`src/rtl/seq_compar_pkg.sv`:
```
// Shared types and defaults for the seq_compar multi-cycle magnitude comparator.
package seq_compar_pkg;

    localparam int DEF_WIDTH = 32;
    localparam int DEF_CHUNK = 4;

    typedef enum logic [1:0] {
        IDLE = 2'd0,
        RUN  = 2'd1,
        DONE = 2'd2
    } state_t;

    typedef enum logic [1:0] {
        EQ = 2'd0,
        GT = 2'd1,
        LT = 2'd2
    } result_t;

    // Collapse the one-hot result flags into the consumer-facing encoding.
    function automatic result_t encode_result(input logic aeqb, input logic agtb);
        result_t res;
        if (aeqb) begin
            res = EQ;
        end else if (agtb) begin
            res = GT;
        end else begin
            res = LT;
        end
        return res;
    endfunction

endpackage

```
`src/rtl/seq_compar_if.sv`:
```
// start/busy/done compare handshake with operands and registered result flags.
interface seq_compar_if #(
    parameter int WIDTH = 32
) ();
    logic             start;
    logic [WIDTH-1:0] a;
    logic [WIDTH-1:0] b;
    logic             is_signed;
    logic             busy;
    logic             done;
    logic             aeqb;
    logic             agtb;
    logic             altb;

    modport master (
        output start, a, b, is_signed,
        input  busy, done, aeqb, agtb, altb
    );

    modport slave (
        input  start, a, b, is_signed,
        output busy, done, aeqb, agtb, altb
    );
endinterface

```
`src/rtl/seq_compar_slice.sv`:
```
// compar_slice: combinational CHUNK-bit cascade cell carrying equal/greater from the more significant slices.
module compar_slice #(
    parameter int CHUNK = 4
) (
    input  logic [CHUNK-1:0] sa,
    input  logic [CHUNK-1:0] sb,
    input  logic             eq_in,
    input  logic             gt_in,
    output logic             eq_out,
    output logic             gt_out
);

    // A more significant difference always dominates this slice's verdict.
    always_comb begin
        eq_out = eq_in & (sa == sb);
        gt_out = gt_in | (eq_in & (sa > sb));
    end

endmodule

```
`src/rtl/seq_compar.sv`:
```
// seq_compar: MSB-first multi-cycle magnitude comparator, one CHUNK slice per clock.
// Optional build macro SEQ_COMPAR_EARLY_EXIT_EN stops the walk at the first unequal slice.
module seq_compar
    import seq_compar_pkg::*;
#(
    parameter int WIDTH = DEF_WIDTH,
    parameter int CHUNK = DEF_CHUNK
) (
    input logic         clk,
    input logic         rst,
    seq_compar_if.slave bus
);

    localparam int N     = WIDTH / CHUNK;
    localparam int IDX_W = (N > 1) ? $clog2(N) : 1;

    state_t             state_r;
    state_t             state_next_s;
    logic [WIDTH-1:0]   a_r;
    logic [WIDTH-1:0]   b_r;
    logic [IDX_W-1:0]   idx_r;
    logic               eq_r;
    logic               gt_r;
    logic               eq_next_s;
    logic               gt_next_s;
    logic               last_s;
    logic               exit_s;
    logic               accept_s;
    logic               aeqb_r;
    logic               agtb_r;
    logic               altb_r;
    logic               busy_s;
    logic               done_s;

    assign accept_s = bus.start & (state_r != RUN);
    assign last_s   = (idx_r == IDX_W'(N - 1));

`ifdef SEQ_COMPAR_EARLY_EXIT_EN
    assign exit_s = last_s | ~eq_next_s;
`else
    assign exit_s = last_s;
`endif

    // The operands shift left each cycle, so the current slice is always the top CHUNK bits.
    compar_slice #(.CHUNK(CHUNK)) u_slice (
        .sa     (a_r[WIDTH-1 -: CHUNK]),
        .sb     (b_r[WIDTH-1 -: CHUNK]),
        .eq_in  (eq_r),
        .gt_in  (gt_r),
        .eq_out (eq_next_s),
        .gt_out (gt_next_s)
    );

    // State register.
    always_ff @(posedge clk) begin
        if (rst) begin
            state_r <= IDLE;
        end else begin
            state_r <= state_next_s;
        end
    end

    // Next-state logic.
    always_comb begin
        state_next_s = state_r;
        case (state_r)
            IDLE: begin
                if (bus.start) begin
                    state_next_s = RUN;
                end else begin
                    state_next_s = IDLE;
                end
            end
            RUN: begin
                if (exit_s) begin
                    state_next_s = DONE;
                end else begin
                    state_next_s = RUN;
                end
            end
            DONE: begin
                if (bus.start) begin
                    state_next_s = RUN;
                end else begin
                    state_next_s = IDLE;
                end
            end
            default: begin
                state_next_s = IDLE;
            end
        endcase
    end

    // Output decode from the state register.
    always_comb begin
        busy_s = 1'b0;
        done_s = 1'b0;
        case (state_r)
            RUN:     busy_s = 1'b1;
            DONE:    done_s = 1'b1;
            default: begin
                busy_s = 1'b0;
                done_s = 1'b0;
            end
        endcase
    end

    // Operand capture, slice walk and result registers.
    // Flipping both MSBs in signed mode maps two's-complement order onto unsigned order.
    always_ff @(posedge clk) begin
        if (rst) begin
            a_r    <= {WIDTH{1'b0}};
            b_r    <= {WIDTH{1'b0}};
            idx_r  <= {IDX_W{1'b0}};
            eq_r   <= 1'b1;
            gt_r   <= 1'b0;
            aeqb_r <= 1'b0;
            agtb_r <= 1'b0;
            altb_r <= 1'b0;
        end else if (accept_s) begin
            a_r    <= {bus.a[WIDTH-1] ^ bus.is_signed, bus.a[WIDTH-2:0]};
            b_r    <= {bus.b[WIDTH-1] ^ bus.is_signed, bus.b[WIDTH-2:0]};
            idx_r  <= {IDX_W{1'b0}};
            eq_r   <= 1'b1;
            gt_r   <= 1'b0;
        end else if (state_r == RUN) begin
            a_r   <= a_r << CHUNK;
            b_r   <= b_r << CHUNK;
            idx_r <= idx_r + IDX_W'(1);
            eq_r  <= eq_next_s;
            gt_r  <= gt_next_s;
            if (exit_s) begin
                aeqb_r <= eq_next_s;
                agtb_r <= gt_next_s;
                altb_r <= ~eq_next_s & ~gt_next_s;
            end
        end
    end

    assign bus.busy = busy_s;
    assign bus.done = done_s;
    assign bus.aeqb = aeqb_r;
    assign bus.agtb = agtb_r;
    assign bus.altb = altb_r;

endmodule

```
`src/flat_wrapper.sv`:
```
// flat-port wrapper written by rule: the top's interface ports become plain ports
module seq_compar_flat import seq_compar_pkg::*;
#(
    parameter int WIDTH = DEF_WIDTH,
    parameter int CHUNK = DEF_CHUNK
)
  (clk, rst, bus_start, bus_a, bus_b, bus_is_signed, bus_busy, bus_done, bus_aeqb, bus_agtb, bus_altb);
  seq_compar_if #(.WIDTH(WIDTH)) bus_i ();
  input logic clk;
  input logic rst;
  input wire logic [$bits(bus_i.start)-1:0] bus_start;
  input wire logic [$bits(bus_i.a)-1:0] bus_a;
  input wire logic [$bits(bus_i.b)-1:0] bus_b;
  input wire logic [$bits(bus_i.is_signed)-1:0] bus_is_signed;
  output wire logic [$bits(bus_i.busy)-1:0] bus_busy;
  output wire logic [$bits(bus_i.done)-1:0] bus_done;
  output wire logic [$bits(bus_i.aeqb)-1:0] bus_aeqb;
  output wire logic [$bits(bus_i.agtb)-1:0] bus_agtb;
  output wire logic [$bits(bus_i.altb)-1:0] bus_altb;
  assign bus_i.start = bus_start;
  assign bus_i.a = bus_a;
  assign bus_i.b = bus_b;
  assign bus_i.is_signed = bus_is_signed;
  assign bus_busy = bus_i.busy;
  assign bus_done = bus_i.done;
  assign bus_aeqb = bus_i.aeqb;
  assign bus_agtb = bus_i.agtb;
  assign bus_altb = bus_i.altb;
  seq_compar #(.WIDTH(WIDTH), .CHUNK(CHUNK)) u_core (.clk(clk), .rst(rst), .bus(bus_i));
endmodule
```
`config.mk`:
```
export PLATFORM = sky130hd
export DESIGN_NAME = seq_compar_flat
export DESIGN_NICKNAME = d
export VERILOG_FILES = /design/src/rtl/seq_compar_pkg.sv /design/src/rtl/seq_compar_if.sv /design/src/rtl/seq_compar_slice.sv /design/src/rtl/seq_compar.sv /design/src/flat_wrapper.sv
export SDC_FILE = /design/constraint.sdc
export NUM_CORES = 1
export LEC_CHECK = 0
export CORE_UTILIZATION = 55
export DETAILED_ROUTE_END_ITERATION = 8
export PLACE_DENSITY = 0.85
export SLEW_MARGIN = 30
export SYNTH_ARGS = -nofsm -noshare
export SYNTH_HDL_FRONTEND = slang
export SYNTH_SLANG_ARGS = --single-unit
export TNS_END_PERCENT = 50
```
`constraint.sdc`:
```
create_clock -name clk -period 3 [get_ports clk]
set_clock_uncertainty 0.1 [all_clocks]
set_input_delay 0.6 -clock clk [delete_from_list [all_inputs] [get_ports clk]]
set_output_delay 0.6 -clock clk [all_outputs]
set_load 0.02 [all_outputs]
```
==> summary.txt, run 1 <==
status: complete, no violations
# Post-CTS Setup Buffers: 0
Max FO, Critical Path: 14
Placement Rows: 28
commonest cells after routing, fill and taps aside: dfxtp_1 (74), nor2_1 (73), clkdlybuf4s50_1 (70), mux2i_1 (63), a211oi_2 (32)
Fill cells: 445
Syn Nets: 416
synthesized area: 0.00347 sq mm
vias per cell: 5.48
share of layout cells above drive strength 1: 0.147
num ports: 73
Worst-Margin Slew: 0.792 ns
n_diodes: 0
most common cell after layout, fill and taps aside: dfxtp_1
TritonCTS clock tree: yes
initial antenna violation count: 0
final WL: 7.22 mm
pin count of the biggest net entering global routing: 53
EDFF count, synth: 0
synth warn: 0
fin crit share: 0.819
HPWL Detailed: 5.11 mm
# resized after CTS: 0
FF+latch count, synth: 74
pwr/cell area: 522 mW/mm^2
max_slew headroom: 0.472
clock latency reported for the late side of the worst-skew pair: 0.34 ns
CTS Hold Bufs: 0
Achievable Freq: 0.407 GHz
Critical Path AT: 1.76 ns
worst-path cell chain: nand2b_4, inv_2, clkdlybuf4s50_1
Initial DRC Count: 109
Critical Path RT: 2.30 ns
CP max stage cell: clkdlybuf4s50_1
crit end category: primary output
Crit path largest cell delay: 0.65 ns
Final Setup Violations: 0
RSZ-0062 raised after global routing: false
crit path kind: flop to primary output
Leakage: 1.81 nW
global-route wire length before repair: 11.8 mm
Total Power: 2.28 mW
mean post-synth cell area: 10.2 sq um
share of the yosys chip area belonging to registers: 0.427
Pre-antenna DRT Iters: 4
maximum vdd drop: 535 uV
clk root buf: clkbuf_8
count of different cell masters after synthesis: 27
multi-input logic area: 0.00177 sq mm
die area: 0.00663 sq mm
Main synth FF type: dfxtp_1
Area growth syn-to-layout: 25.8%
drt wl/cell: 14.9 um
Max Cap Viol: 0
register area: 0.00148 sq mm
clk buf depth: 2
Async S/R FF share, synth: 0
setup TNS: 0 ns
Tmin final: 2.46 ns
Post-Synthesis Cells: 342
ANT nets after route: 0
Sink Count: 74
Port Buffer Count: 72
Congestion Overflow GR: 0
core area: 0.00599 sq mm
GR Util All Layers: 0.241
Hold Fails Final Rpt: 0
vias in the first global route: 2601
worst reg2reg setup slack: 1.10 ns
clock transition at the registers of the reported paths: 0.07 ns
htree depth: 3
Die W: 81.5 um
die height: 81.5 um
fin nets: 478
CTS buffer count: 9
Slew Viols, Final: 0
Setup crit start kind: flop
GPL Wtd Cong: 0.765
hold crit path type: flop to flop
via count: 2651
Initial Util: 0.580
DRC Markers: 0
-- worst paths after layout --
| check | end | from | depth (start not counted) |
|---|---|---|---|
| min reg2reg | u_core.idx_r[2] | u_core.idx_r[2] | 2 |
| min | u_core.idx_r[2] | u_core.idx_r[2] | 2 |
| max | bus_busy | u_core.state_r[0] | 3 |
| max reg2reg | u_core.a_r[26] | u_core.state_r[1] | 5 |
-- cell usage after synthesis (2+ instances only) --
cell type | instances | area share
buf_2 | 10 | 0.014
buf_4 | 12 | 0.026
nand2_1 | 5 | 0.0054
buf_6 | 4 | 0.013
xnor2_1 | 2 | 0.0050
clkbuf_1 | 3 | 0.0032
ha_1 | 6 | 0.022
a211oi_2 | 32 | 0.12
a211oi_1 | 25 | 0.054
nor2b_1 | 3 | 0.0054
dfxtp_1 | 74 | 0.43
nand3_1 | 3 | 0.0043
mux2i_1 | 63 | 0.18
inv_1 | 6 | 0.0065
nand2b_1 | 2 | 0.0036
nor2_1 | 73 | 0.079
a21oi_1 | 9 | 0.013
-- critical path: cells and delay by family, from the launching register on --
kind                   cells  cell delay, ns
buffers and inverters      2            0.84
flip-flops                 1            0.42
AND/OR/NAND/NOR            1            0.16
-- through the flow --
stage	cell area, sq um	hold slack, ns	setup WS (ns)	util	instances
floorplan	3470	0.352	1.51	-	342
global placement	4140	0.346	0.858	0.692	467
detailed placement	4170	0.374	0.915	0.696	468
CTS	4370	0.384	0.519	0.729	484
global route	4370	0.409	0.439	0.729	484
finish	4370	0.379	0.543	0.729	484
-- state kept, by name (all words and copies together) (netlist names) --
| name | count |
|---|---|
| u_core.bus.aeqb | 1 |
| u_core.bus.altb | 1 |
| u_core.eq_r | 1 |
| u_core.state_r | 2 |
| u_core.idx_r | 3 |
| u_core.bus.agtb | 1 |
| u_core.a_r | 32 |
| u_core.gt_r | 1 |
| u_core.b_r | 32 |
-- report_power, final --
part / internal (mW) / switching, mW / leakage [nW]
logic: 0.208 / 0.191 / 1.10
registers: 1.06 / 0.0436 / 0.612
clock network: 0.430 / 0.347 / 0.101
-- logic make-up after synthesis --
family	Yosys count	synth area share
AO/OA/AOI/OAI	70	0.193
multiplexers	63	0.182
flip-flops	74	0.427
adder cells (fa/ha/maj)	6	0.0216
XOR/XNOR	2	0.00505
buffers and inverters	37	0.0663
AND/OR/NAND/NOR	90	0.106
-- metal layers --
metal / track usage / up-vias / share of wire
li1: - / 1341 / -
met1: 0.292 / 1231 / 0.45
met2: 0.398 / 66 / 0.48
met3: 0.0656 / 13 / 0.053
met4: 0.104 / 0 / 0.021
met5: 0 / - / 0
-- final cells by class --
class	count	share of cell area
flip-flops and latches	74	0.339
clock inverters	2	0.00802
multi-input cells	231	0.405
inverters	7	0.00602
repair buffers	81	0.183
clock buffers	14	0.0372
well taps	75	0.0215
Power figures use the tool's default switching activity.
==> run 2, diff against run 1 <==
- CORE_UTILIZATION: 55 -> 46
- PLACE_DENSITY: 0.85 -> 0.76
- clock period: 3 -> 2.2 ns (I/O delays scaled with it)
==> summary.txt, run 2 (synthesis results as in run 1) <==
n_diodes: 0 (unchanged)
crit path kind: flop to primary output
drt wl/cell: 14.5 um (-2.7%)
Congestion Overflow GR: 0 (unchanged)
Initial DRC Count: 107 (-1.8%)
ANT nets after route: 0 (unchanged)
Initial Util: 0.476 (-0.103)
Achievable Freq: 0.503 GHz
Crit path largest cell delay: 0.61 ns (-0.04 ns)
Port Buffer Count: 72 (unchanged)
vias in the first global route: 2617 (+0.62%)
Sink Count: 74 (unchanged)
GPL Wtd Cong: 0.719 (-6.0%)
vias per cell: 5.23 (-4.6%)
die height: 88.9 um (+9.1%)
core area: 0.00729 sq mm (+22%)
Critical Path AT: 1.45 ns (-0.31 ns)
final core occ: 0.609 (-0.121)
commonest cells after routing, fill and taps aside: dfxtp_1 (74), nor2_1 (73), clkdlybuf4s50_1 (69), mux2i_1 (63), a211oi_2 (32)
Worst-Margin Slew: 0.522 ns (-0.271 ns)
crit end category: primary output
fin crit share: 0.903
final WL: 7.31 mm (+1.4%)
num ports: 73 (unchanged)
max_slew headroom: 0.652 (+0.180)
CP max stage cell: clkdlybuf4s50_1
die area: 0.00790 sq mm (+19%)
HPWL Detailed: 4.95 mm (-3.2%)
pin count of the biggest net entering global routing: 114 (+120%)
clk buf depth: 2 (unchanged)
RSZ-0062 raised after global routing: false
delay-heaviest family, CP: buffers and inverters
Area growth syn-to-layout: 27.8%
Die W: 88.9 um (+9.1%)
post-route cell area: 0.00444 sq mm (+1.6%)
Setup crit start kind: flop
clk root buf: clkbuf_8
DP Area: 0.00420 sq mm (+0.60%)
Buf+Inv Stages, Crit Path: 1 (-1)
share of layout cells above drive strength 1: 0.146 (-0.00102)
initial antenna violation count: 0 (unchanged)
via count: 2634 (-0.64%)
GR Util All Layers: 0.202 (-0.0387)
Max FO, Critical Path: 3 (-11)
setup TNS: 0 ns (unchanged)
Critical Path RT: 1.66 ns (-0.64 ns)
hold crit path type: input port to flop
largest registers: u_core.a_r (32), u_core.b_r (32), u_core.idx_r (3)
pwr/cell area: 748 mW/mm^2 (+43%)
htree depth: 3 (unchanged)
Tmin final: 1.99 ns
Max Cap Viol: 0 (unchanged)
CTS Hold Bufs: 0 (unchanged)
DRC Markers: 0 (unchanged)
Hold Fails Final Rpt: 0 (unchanged)
most common cell after layout, fill and taps aside: dfxtp_1
clock latency reported for the late side of the worst-skew pair: 0.35 ns (about the same)
CTS buffer count: 9 (unchanged)
worst-path cell chain: nor2b_1, clkdlybuf4s50_1
clock transition at the registers of the reported paths: 0.07 ns (about the same)
Slew Viols, Final: 0 (unchanged)
global-route wire length before repair: 12.0 mm (+2.0%)
Pre-antenna DRT Iters: 4 (unchanged)
Leakage: 1.84 nW (+1.2%)
Placement Rows: 31 (+11%)
status: complete, no violations
Final Setup Violations: 0 (unchanged)
fin nets: 475 (-0.63%)
TritonCTS clock tree: yes
maximum vdd drop: 519 uV (-3.0%)
-- run 2: final timing paths --
check                     from                end  slack, ns  depth (start not counted)
max reg2reg     u_core.b_r[29]    u_core.bus.altb       0.55                          6
max          u_core.state_r[0]           bus_done       0.21                          2
min reg2reg    u_core.bus.aeqb    u_core.bus.aeqb       0.36                          2
min                        rst  u_core.state_r[0]       0.34                          2
-- run 2: area by class of cell --
type	instances	area [sq um]
multi-input cells	231	1770
well taps	99	124
inverters	7	26.3
clock buffers	10	138
flip-flops and latches	74	1480
repair buffers	78	798
clock inverters	5	103
fillers	635	2850
-- run 2: metrics by stage --
step / power, mW / instances / worst slack [ns] / hold WS (ns)
global route: 3.46 / 504 / 0.104 / 0.356
detailed placement: 2.07 / 489 / 0.391 / 0.352
finish: 3.32 / 504 / 0.214 / 0.344
global placement: 2.05 / 489 / 0.420 / 0.348
CTS: 3.34 / 504 / 0.00108 / 0.339
floorplan: 1.89 / 342 / 0.715 / 0.352
-- run 2: routing by layer --
| metal | track usage | share of wire | vias up |
|---|---|---|---|
| met3 | 0.0690 | 0.064 | 9 |
| met4 | 0.0528 | 0.011 | 0 |
| li1 | - | - | 1337 |
| met5 | 0 | 0 | - |
| met1 | 0.233 | 0.44 | 1213 |
| met2 | 0.356 | 0.48 | 75 |
-- run 2: power by group --
group | switching, mW | internal [mW] | leakage [nW] | total (mW)
Clock | 0.504 | 0.776 | 0.118 | 1.28
Sequential | 0.0592 | 1.44 | 0.612 | 1.50
Combinational | 0.257 | 0.281 | 1.11 | 0.538
-- run 2: what timing repair did --
item,in CTS,in global routing
resized for setup,0,1
setup endpoints to repair,0,1
setup buffers,0,0
